$ cat src/rtl/sram_spi_rx_capture.sv
// sram_spi_rx_capture: receive side of the SRAM SPI read engine.
// Samples MISO while capture_en is high, assembles bytes MSB-first,
// and buffers them in a first-word-fall-through FIFO drained on a
// valid/ready stream. It also tracks per-frame byte count and
// raises sticky framing and overflow flags.
module sram_spi_rx_capture #(
    parameter int FIFO_DEPTH = 16,
    parameter int CNT_W      = 24
) (
    input  logic                          sclk,
    input  logic                          reset_n,
    input  logic                          miso,
    input  logic                          capture_en,
    input  logic                          clear,
    output logic [7:0]                    rd_data,
    output logic                          rd_valid,
    input  logic                          rd_ready,
    output logic [$clog2(FIFO_DEPTH):0]   fifo_count,
    output logic [CNT_W-1:0]              frame_bytes,
    output logic                          frame_done,
    output logic                          frag_err,
    output logic                          overflow
);

    localparam int AW = $clog2(FIFO_DEPTH);

    typedef enum logic [1:0] {
        ST_IDLE  = 2'd0,
        ST_SHIFT = 2'd1,
        ST_END   = 2'd2
    } state_t;

    // ---------------- capture / framing state ----------------
    state_t          state_q;
    logic [6:0]      shift_q;        // up to seven already-sampled bits of the current byte
    logic [2:0]      bit_cnt_q;
    logic [CNT_W-1:0] frame_bytes_q;
    logic            frame_done_q;
    logic            frag_err_q;

    // ---------------- FIFO state ----------------
    logic [7:0]      mem_q [FIFO_DEPTH];
    logic [AW-1:0]   wr_ptr_q, wr_ptr_d;
    logic [AW-1:0]   rd_ptr_q, rd_ptr_d;
    logic [AW:0]     count_q, count_d;
    logic [7:0]      rd_data_q, rd_data_d;
    logic            rd_valid_q;
    logic            overflow_q;

    logic            push;
    logic [7:0]      push_byte;
    logic            pop;
    logic            full;
    logic            wr_en;

    // A byte completes in the same cycle its eighth bit is sampled; the
    // assembled byte goes straight into the FIFO on that edge.
    assign push      = (state_q == ST_SHIFT) && capture_en && (bit_cnt_q == 3'd7) && !clear;
    assign push_byte = {shift_q, miso};

    assign pop   = rd_valid_q && rd_ready && !clear;
    assign full  = (count_q == (AW+1)'(FIFO_DEPTH));
    // A pop in the same cycle frees the slot, so a full FIFO still accepts.
    assign wr_en = push && (!full || pop);

    // Framing FSM: bit counting, byte completion, frame end detection.
    always_ff @(posedge sclk or negedge reset_n) begin
        if (!reset_n) begin
            state_q       <= ST_IDLE;
            shift_q       <= '0;
            bit_cnt_q     <= '0;
            frame_bytes_q <= '0;
            frame_done_q  <= 1'b0;
            frag_err_q    <= 1'b0;
        end else if (clear) begin
            state_q       <= ST_IDLE;
            shift_q       <= '0;
            bit_cnt_q     <= '0;
            frame_bytes_q <= '0;
            frame_done_q  <= 1'b0;
            frag_err_q    <= 1'b0;
        end else begin
            frame_done_q <= 1'b0;
            case (state_q)
                ST_IDLE: begin
                    if (capture_en) begin
                        shift_q       <= {6'd0, miso};
                        bit_cnt_q     <= 3'd1;
                        frame_bytes_q <= '0;
                        state_q       <= ST_SHIFT;
                    end
                end
                ST_SHIFT: begin
                    if (capture_en) begin
                        shift_q <= {shift_q[5:0], miso};
                        if (bit_cnt_q == 3'd7) begin
                            bit_cnt_q <= 3'd0;
                            if (frame_bytes_q != {CNT_W{1'b1}}) begin
                                frame_bytes_q <= frame_bytes_q + CNT_W'(1);
                            end
                        end else begin
                            bit_cnt_q <= bit_cnt_q + 3'd1;
                        end
                    end else begin
                        // Frame ended; any partial byte is thrown away.
                        if (bit_cnt_q != 3'd0) begin
                            frag_err_q <= 1'b1;
                        end
                        bit_cnt_q    <= 3'd0;
                        frame_done_q <= 1'b1;
                        state_q      <= ST_END;
                    end
                end
                ST_END: begin
                    state_q <= ST_IDLE;
                end
                default: begin
                    state_q <= ST_IDLE;
                end
            endcase
        end
    end

    // Next FIFO pointers/count and the look-ahead head byte, so that the
    // visible head is a plain register with no path from miso.
    always_comb begin
        wr_ptr_d  = wr_ptr_q;
        rd_ptr_d  = rd_ptr_q;
        count_d   = count_q;
        rd_data_d = rd_data_q;
        if (wr_en) begin
            wr_ptr_d = wr_ptr_q + AW'(1);
        end
        if (pop) begin
            rd_ptr_d = rd_ptr_q + AW'(1);
        end
        count_d = count_q + {{AW{1'b0}}, wr_en} - {{AW{1'b0}}, pop};
        if (count_d != '0) begin
            if (wr_en && (rd_ptr_d == wr_ptr_q)) begin
                rd_data_d = push_byte;
            end else begin
                rd_data_d = mem_q[rd_ptr_d];
            end
        end
    end

    // FIFO storage: write port only, no reset so it maps onto RAM.
    always_ff @(posedge sclk) begin
        if (wr_en) begin
            mem_q[wr_ptr_q] <= push_byte;
        end
    end

    // FIFO control registers, head byte and overflow flag.
    always_ff @(posedge sclk or negedge reset_n) begin
        if (!reset_n) begin
            wr_ptr_q   <= '0;
            rd_ptr_q   <= '0;
            count_q    <= '0;
            rd_data_q  <= '0;
            rd_valid_q <= 1'b0;
            overflow_q <= 1'b0;
        end else if (clear) begin
            wr_ptr_q   <= '0;
            rd_ptr_q   <= '0;
            count_q    <= '0;
            rd_data_q  <= '0;
            rd_valid_q <= 1'b0;
            overflow_q <= 1'b0;
        end else begin
            wr_ptr_q   <= wr_ptr_d;
            rd_ptr_q   <= rd_ptr_d;
            count_q    <= count_d;
            rd_data_q  <= rd_data_d;
            rd_valid_q <= (count_d != '0);
            if (push && full && !pop) begin
                overflow_q <= 1'b1;
            end
        end
    end

    assign rd_data     = rd_data_q;
    assign rd_valid    = rd_valid_q;
    assign fifo_count  = count_q;
    assign frame_bytes = frame_bytes_q;
    assign frame_done  = frame_done_q;
    assign frag_err    = frag_err_q;
    assign overflow    = overflow_q;

endmodule
$ cat config.mk
export PLATFORM = sky130hd
export DESIGN_NAME = sram_spi_rx_capture
export DESIGN_NICKNAME = d
export VERILOG_FILES = /design/src/rtl/sram_spi_rx_capture.sv
export SDC_FILE = /design/constraint.sdc
export NUM_CORES = 1
export LEC_CHECK = 0
export BUFFER_PORTS_ARGS = -buffer_cell sky130_fd_sc_hd__buf_2
export CORE_MARGIN = 4
export CORE_UTILIZATION = 57
export CTS_CLUSTER_SIZE = 14
export DETAILED_ROUTE_END_ITERATION = 16
export HOLD_SLACK_MARGIN = 0.12
export PLACE_DENSITY = 0.77
export REMOVE_ABC_BUFFERS = 1
export SLEW_MARGIN = 20
export SYNTH_ARGS = -nofsm -noshare
export SYNTH_HDL_FRONTEND = slang
export SYNTH_SLANG_ARGS = --single-unit
$ cat constraint.sdc
create_clock -name sclk -period 7.2 [get_ports sclk]
set_clock_uncertainty 0.05 [all_clocks]
set_input_delay 0.72 -clock sclk [delete_from_list [all_inputs] [get_ports sclk]]
set_output_delay 0.72 -clock sclk [all_outputs]
set_load 0.02 [all_outputs]
==> flow_summary.yaml, run 1 <==
cts:
  cts_tree: "done"
  post-cts-setup-buffers: 0
  cts_root_buf: "clkbuf_16"
  hold_buffers: 0
  cts_resized: 0
  path_clk_slew_ns: 0.06
  htreeDepth: 4
  cts_buffers: 17
  clk_latency_ns: 0.43
  cts.sinks: 189
  clockBufferDepth: 2
worst_setup_path:
  crit_buf_inv: 0
  critical_path.cell_chain: "nor3b_1 -> nand3_1 -> nand2_1 -> o21ai_0 -> ha_1 -> fa_1 -> and3b_1 -> or4_4 -> a2111o_1 -> and2_4 -> nor4b_2 -> a221o_1"
  required_ns: 7.46
  worst-setup-path-type: "reg2reg"
  cp-end-kind: "flop"
  crit_arrival_ns: 4.87
  cp-startpoint: "state_q[0]$_DFFE_PN0P_"
  slowest_stage: "dfrtp_1"
  slowest_delay_ns: 0.59
  cp_max_fo: 13
  startpoint_type: "flop"
  r2r-start: "state_q[0]$_DFFE_PN0P_"
  cp_top_family: "simple AND/OR/NAND/NOR gates"
yosys:
  synth-compound-area-share_pct: 6.159
  ys_ff_latch: 189
  synth_top_area_cell: "edfxtp_1"
  synth_top_area_share_pct: 40.26
  synth_ff_type: "edfxtp_1"
  synth_top_family_by_area: "multiplexers"
  synth.area.top_cells: "edfxtp_1, dfrtp_1, mux2i_1"
  synthArstFlopShare_pct: 32.28
  synth_cell_type_count: 58
  synthAdderAreaFrac_pct: 2.044
  synth_edf_count: 128
  avgSynthCellArea_um2: 13.72
  synth_commonest_cells: "edfxtp_1, mux2i_1, dfrtp_1"
  yosysSeqAreaShare_pct: 56.24
  syn-cell-area_um2: 9548
  synthXorXnorAreaFrac_pct: 2.844
  yosysWarnings: 0
  synthMuxAreaShare_pct: 20.52
  synthSimpleGateAreaFrac_pct: 9.632
  syn_inst: 696
  synth.most_common_cell: "edfxtp_1"
global_routing:
  grt_max_degree: 62
  gr-total-overflow: 0
  grt_usage_pct: 24.24
  grtUsageMet1_pct: 30.85
  grt_busiest_layer: "met2"
  grt_pass1_wl_mm: 34.22
  grt_pass1_vias: 6260
  grt_antenna_before_repair: 0
  met2_usage_pct: 41.40
  grt_util_met3_pct: 4.858
hold_path:
  hp-class: "in2async"
sta:
  tns_ns: 0
  finalCritPeriodShare_pct: 64.00
  worstMarginPinSlew_ns: 0.8944
  slew_violations: 0
  period_minus_slack_ns: 4.608
  hold_viol: 0
  setup_viol: 0
  rsz0062_at_grt: "no"
  max_clock_freq_mhz: 217.0
  relSlewSlack_pct: 40.16
cells_and_area:
  areaGrowthSynthToFinish_pct: 10.76
  drive_above_1_share_pct: 16.58
  design_area_um2: 10580
  nets: 757
  nFillCells: 1169
  diodes: 0
detailed_routing:
  num_vias: 6096
  drcViolationCount: 0
  initialDrtViolationCount: 523
  wl_mm: 21.41
  route.detailed.wl_per_inst_um: 22.11
  ant_nets: 0
  drtPass1Iterations: 5
  vias_per_cell: 6.298
floorplanning:
  start_util_pct: 57.78
  row_count: 47
  ios: 47
  die_area_um2: 18890
  fp.dieH_um: 137.4
  coreArea_um2: 16520
  die_w_um: 137.4
power_and_ir_drop:
  switchingPower_mw: 0.6761
  internal-power_mw: 1.941
  ir_worst_vdd_mv: 0.1693
  switching_share_pct: 25.83
  p_seq_share_pct: 46.7
  clkPwrFrac_pct: 36.0
  powerDensity_nw_per_um2: 247.5
  comb_power_share_pct: 17.3
  p_leak_nw: 3.729
outcome:
  status: "complete, no violations"
placement:
  dp_hpwl_mm: 14.00
  routabilityCongestion: 0.9068
  placed_area_um2: 9966
  port-buffer-count: 46
run:
  drv_cap: 0
-- worst paths after layout --
path                                            end  slack, ns  depth (start not counted)
min reg2reg                    frag_err$_DFFE_PN0P_       0.46                          2
max in group asynchronous     rd_ptr_q[1]$_DFF_PN0_       6.10                          2
min in group sclk              frag_err$_DFFE_PN0P_       0.46                          2
min                        bit_cnt_q[1]$_DFFE_PN0P_       0.40                          2
max                          rd_data[6]$_DFFE_PN0P_       2.59                         12
max reg2reg                  rd_data[6]$_DFFE_PN0P_       2.59                         12
-- cells by family after synthesis --
logic type / Yosys count
mux: 157
compound gates: 80
simple gates: 173
fa+ha+maj: 15
xor+xnor: 31
flops: 189
buf+inv: 51
-- layout make-up --
class	instances	area (µm²)	share of cell area (%)
sequential	189	5374	50.82
tap	220	275.3	2.603
clock inverter	4	46.29	0.4378
clock buffer	27	558.0	5.277
multi-input combinational	456	3953	37.38
timing repair buffer	57	312.8	2.958
inverter	15	56.30	0.5324
-- power by group through the flow --
| stage | Clock (mW) | Combinational [mW] | Sequential (mW) |
|---|---|---|---|
| 5_1_grt | 1.00 | 0.487 | 1.22 |
| 3_5_place_dp | 0 | 0.449 | 1.24 |
| 6_report | 0.943 | 0.453 | 1.22 |
| 4_1_cts | 0.958 | 0.452 | 1.22 |
| 2_1_floorplan | 0 | 0.284 | 1.28 |
| 3_3_place_gp | 0 | 0.435 | 1.24 |
-- placed cells by master (no fill, tap or decap), drive strengths merged, types with 4 or more instances in the layout --
cell type	Yosys	routed
mux4	31	31
a2111oi	10	10
nand2	25	25
edfxtp	128	128
nand3	22	22
clkbuf	14	27
xor2	21	21
dfrtp	61	61
a21oi	18	18
nand4	9	9
o21ai	18	18
a221o	8	8
xnor2	10	10
a22o	7	7
buf	22	57
mux2i	126	126
nor2b	8	8
inv	15	16
nor2	47	47
and2	10	10
nor3	8	8
or3	4	4
ha	14	14
and3	19	19
-- layer usage --
layer  part of all wire, %  vias to the layer above
li1                      -                     2766
met3                   6.6                       42
met5                     0                        -
met4                   2.7                        0
met2                    51                      238
met1                    40                     3050
-- flip-flops by register name, summed over array words and instances, names as in the netlist --
name	count
frame_bytes	24
bit_cnt_q	3
overflow	1
rd_ptr_q	4
mem_q	128
shift_q	7
rd_valid	1
fifo_count	5
rd_data	8
wr_ptr_q	4
frame_done	1
frag_err	1
state_q	2
-- stage by stage --
step / hold slack [ns] / setup WS [ns] / total power [mW] / utilization (%) / cells
6_report: 0.3953 / 2.592 / 2.618 / 64.00 / 968
5_1_grt: 0.4543 / 2.408 / 2.712 / 64.00 / 968
4_1_cts: 0.4151 / 2.679 / 2.631 / 63.97 / 968
3_5_place_dp: 0.4380 / 2.464 / 1.692 / 60.31 / 937
3_3_place_gp: 0.4491 / 2.605 / 1.676 / 60.31 / 937
2_1_floorplan: 0.3744 / 1.310 / 1.566 / - / 660
Power figures use the tool's default switching activity.
==> run 2: changes to the inputs <==
--- a/config.mk
+++ b/config.mk
@@ -7,11 +7,11 @@
 export LEC_CHECK = 0
 export BUFFER_PORTS_ARGS = -buffer_cell sky130_fd_sc_hd__buf_2
 export CORE_MARGIN = 4
-export CORE_UTILIZATION = 57
+export CORE_UTILIZATION = 56
 export CTS_CLUSTER_SIZE = 14
 export DETAILED_ROUTE_END_ITERATION = 16
 export HOLD_SLACK_MARGIN = 0.12
-export PLACE_DENSITY = 0.77
+export PLACE_DENSITY = 0.79
 export REMOVE_ABC_BUFFERS = 1
 export SLEW_MARGIN = 20
 export SYNTH_ARGS = -nofsm -noshare
==> constraint.sdc (replaced) <==
create_clock -name sclk -period 3.7 [get_ports sclk]
set_clock_uncertainty 0.05 [all_clocks]
set_input_delay 0.37 -clock sclk [delete_from_list [all_inputs] [get_ports sclk]]
set_output_delay 0.37 -clock sclk [all_outputs]
set_load 0.02 [all_outputs]
==> run 2 against run 1 <==
The run now ends with negative setup slack left. Flip-flop and latch count stayed put. Clock power grew 74%. Sequential power up 94%. Clock-buffer cell count fell by 7. Register-to-register slack lost 2.6 ns. Via count increased by 3.3%. Fmax is 24% higher. Setup slack got worse by 2.6 ns. Combinational power increased by 130%. Sequential share of layout area is 1.0 points lower. Core utilization increased by 0.89 points. Wire length rose by 0.96%. Highest routed layer unchanged.
==> flow_summary.yaml, run 2 (synthesis results as in run 1) <==
global_routing:
  grt_pass1_wl_mm: 34.89
  grt_pass1_vias: 6414
  grt_antenna_before_repair: 1
  grt_busiest_layer: "met2"
  gr-total-overflow: 0
  grt_max_degree: 69
  met2_usage_pct: 38.75
  grt_usage_pct: 23.03
  grt_util_met3_pct: 4.276
  grtUsageMet1_pct: 31.12
detailed_routing:
  initialDrtViolationCount: 529
  route.detailed.wl_per_inst_um: 21.66
  drcViolationCount: 0
  num_vias: 6295
  ant_nets: 0
  drtPass1Iterations: 5
  vias_per_cell: 6.308
  wl_mm: 21.61
worst_setup_path:
  slowest_stage: "a2111o_1"
  startpoint_type: "flop"
  cp-end-kind: "flop"
  slowest_delay_ns: 0.54
  reg2reg_to: "rd_data[3]$_DFFE_PN0P_"
  worst-setup-path-type: "reg2reg"
  cp-startpoint: "bit_cnt_q[1]$_DFFE_PN0P_"
  regToRegSetupSlack_ns: -0.01
  required_ns: 3.96
  cp_max_fo: 8
  r2r-start: "bit_cnt_q[1]$_DFFE_PN0P_"
  crit_arrival_ns: 3.97
  crit_top_cell: "ha_2"
  r2r_cells: 13
  critical_path.cell_chain: "ha_2 -> ha_4 -> and3_4 -> nand2_2 -> o21ai_2 -> ha_2 -> fa_2 -> and3b_1 -> or4_4 -> a2111o_1 -> and2_4 -> nor4b_4 -> a221o_1"
floorplanning:
  coreArea_um2: 16640
  start_util_pct: 57.37
  row_count: 47
  ios: 47
  die_w_um: 138.6
  die_area_um2: 19200
  fp.dieH_um: 138.6
cts:
  path_clk_slew_ns: 0.07
  cts_tree: "done"
  clk_latency_ns: 0.43
  cts_root_buf: "clkbuf_16"
  clockBufferDepth: 2
  cts_buffers: 17
  cts.sinks: 189
  htreeDepth: 4
run:
  drv_cap: 0
cells_and_area:
  areaGrowthSynthToFinish_pct: 13.09
  register_area_um2: 5374
  largest_reg_flops: 128
  design_area_um2: 10800
  final_common_cell: "edfxtp_1"
  nFillCells: 1166
  nets: 785
  top_register: "mem_q"
  drive_above_1_share_pct: 20.72
  multi_input_area_um2: 4010
  final_cell_mix: "edfxtp_1, mux2i_1, dfrtp_1"
sta:
  hold_viol: 0
  setup_viol: 3
  relSlewSlack_pct: 37.97
  max_clock_freq_mhz: 269.5
  tns_ns: -0.02652
  period_minus_slack_ns: 3.711
  slew_violations: 0
  rsz0062_at_grt: "yes"
  finalCritPeriodShare_pct: 100.3
  fin_ws_ns: -0.01052
  worstMarginPinSlew_ns: 0.9305
power_and_ir_drop:
  ir_worst_vdd_mv: 0.3882
  power_mw: 5.034
  p_leak_nw: 3.829
  powerDensity_nw_per_um2: 466.2
placement:
  dp_hpwl_mm: 14.12
  placed_area_um2: 10170
  port-buffer-count: 46
  routabilityCongestion: 0.9132
hold_path:
  whs_path_depth: 2
  min_to: "state_q[1]$_DFFE_PN0P_"
  hp-class: "in2reg"
  hold_start: "capture_en"
outcome:
  violations: "negative setup slack"
  status: "complete, but fails checks"
run 2: changes by cell type in the layout (fill, tap and decap cells not counted), moves of 3 or more:
| cell | before | now |
|---|---|---|
| clkinvlp_4 | 0 | 3 |
| buf_4 | 11 | 35 |
| clkbuf_16 | 21 | 17 |
| inv_6 | 0 | 4 |
| ha_1 | 13 | 10 |
run 2: timing repair:
action,in CTS,in global routing
endpoints found under the setup margin,8,8
hold endpoints to repair,37,0
buffers inserted,1,3
pin swaps,3,9
hold buffers,1,0
gates resized for setup,5,10
run 2: worst max-delay path, delay by kind of cell, from the launching register on:
kind                       cells  cell delay (ns)
AOI/OAI and AO/OA              3             0.94
and+or+nand+nor                6             1.28
adders and majority gates      4             0.92
DFF                            1             0.40
run 2: final cells by class:
class	count	share of cell area, %
timing repair buffer	85	5.133
antenna	1	0.02317
inverter	15	0.5214
clock buffer	20	4.044
clock inverter	12	0.8227
sequential	189	49.77
multi-input combinational	456	37.14
tap	220	2.549
run 2: power breakdown:
part / internal [mW] / total [mW] / switching (mW)
registers: 2.31 / 2.37 / 0.0611
logic: 0.457 / 1.02 / 0.564
clock network: 0.865 / 1.64 / 0.780
total: 3.63 / 5.03 / 1.40
run 2: layer usage:
metal  routed length, µm  part of all wire, %  vias up
met3                1160                  5.4       33
met4                 378                  1.7        0
met2               10910                   50      209
met1                9163                   42     3224
li1                    -                    -     2829
met5                   0                    0        -
run 2: how the worst max path moves through the flow:
| stage | end | slack [ns] | cells past startpoint |
|---|---|---|---|
| floorplan | rd_data[0]$_DFFE_PN0P_ | -2.19 | 6 |
| global placement | rd_data[6]$_DFFE_PN0P_ | -0.08 | 13 |
| detailed placement | rd_data[1]$_DFFE_PN0P_ | -0.21 | 13 |
| CTS | rd_data[1]$_DFFE_PN0P_ | 0.02 | 14 |
| global route | rd_data[3]$_DFFE_PN0P_ | -0.10 | 13 |
| finish | rd_data[3]$_DFFE_PN0P_ | -0.01 | 13 |
run 2: metrics by stage:
stage | utilization, % | hold WS [ns] | setup WS [ns] | std cells
final | 64.88 | 0.1476 | -0.01052 | 998
after global routing | 64.87 | 0.1562 | -0.1014 | 997
after CTS | 64.45 | 0.1246 | 0.01873 | 994
after detailed placement | 61.09 | 0.4462 | -0.2069 | 960
after global placement | 61.09 | 0.4422 | -0.08196 | 960
after floorplan | - | 0.02441 | -2.190 | 660
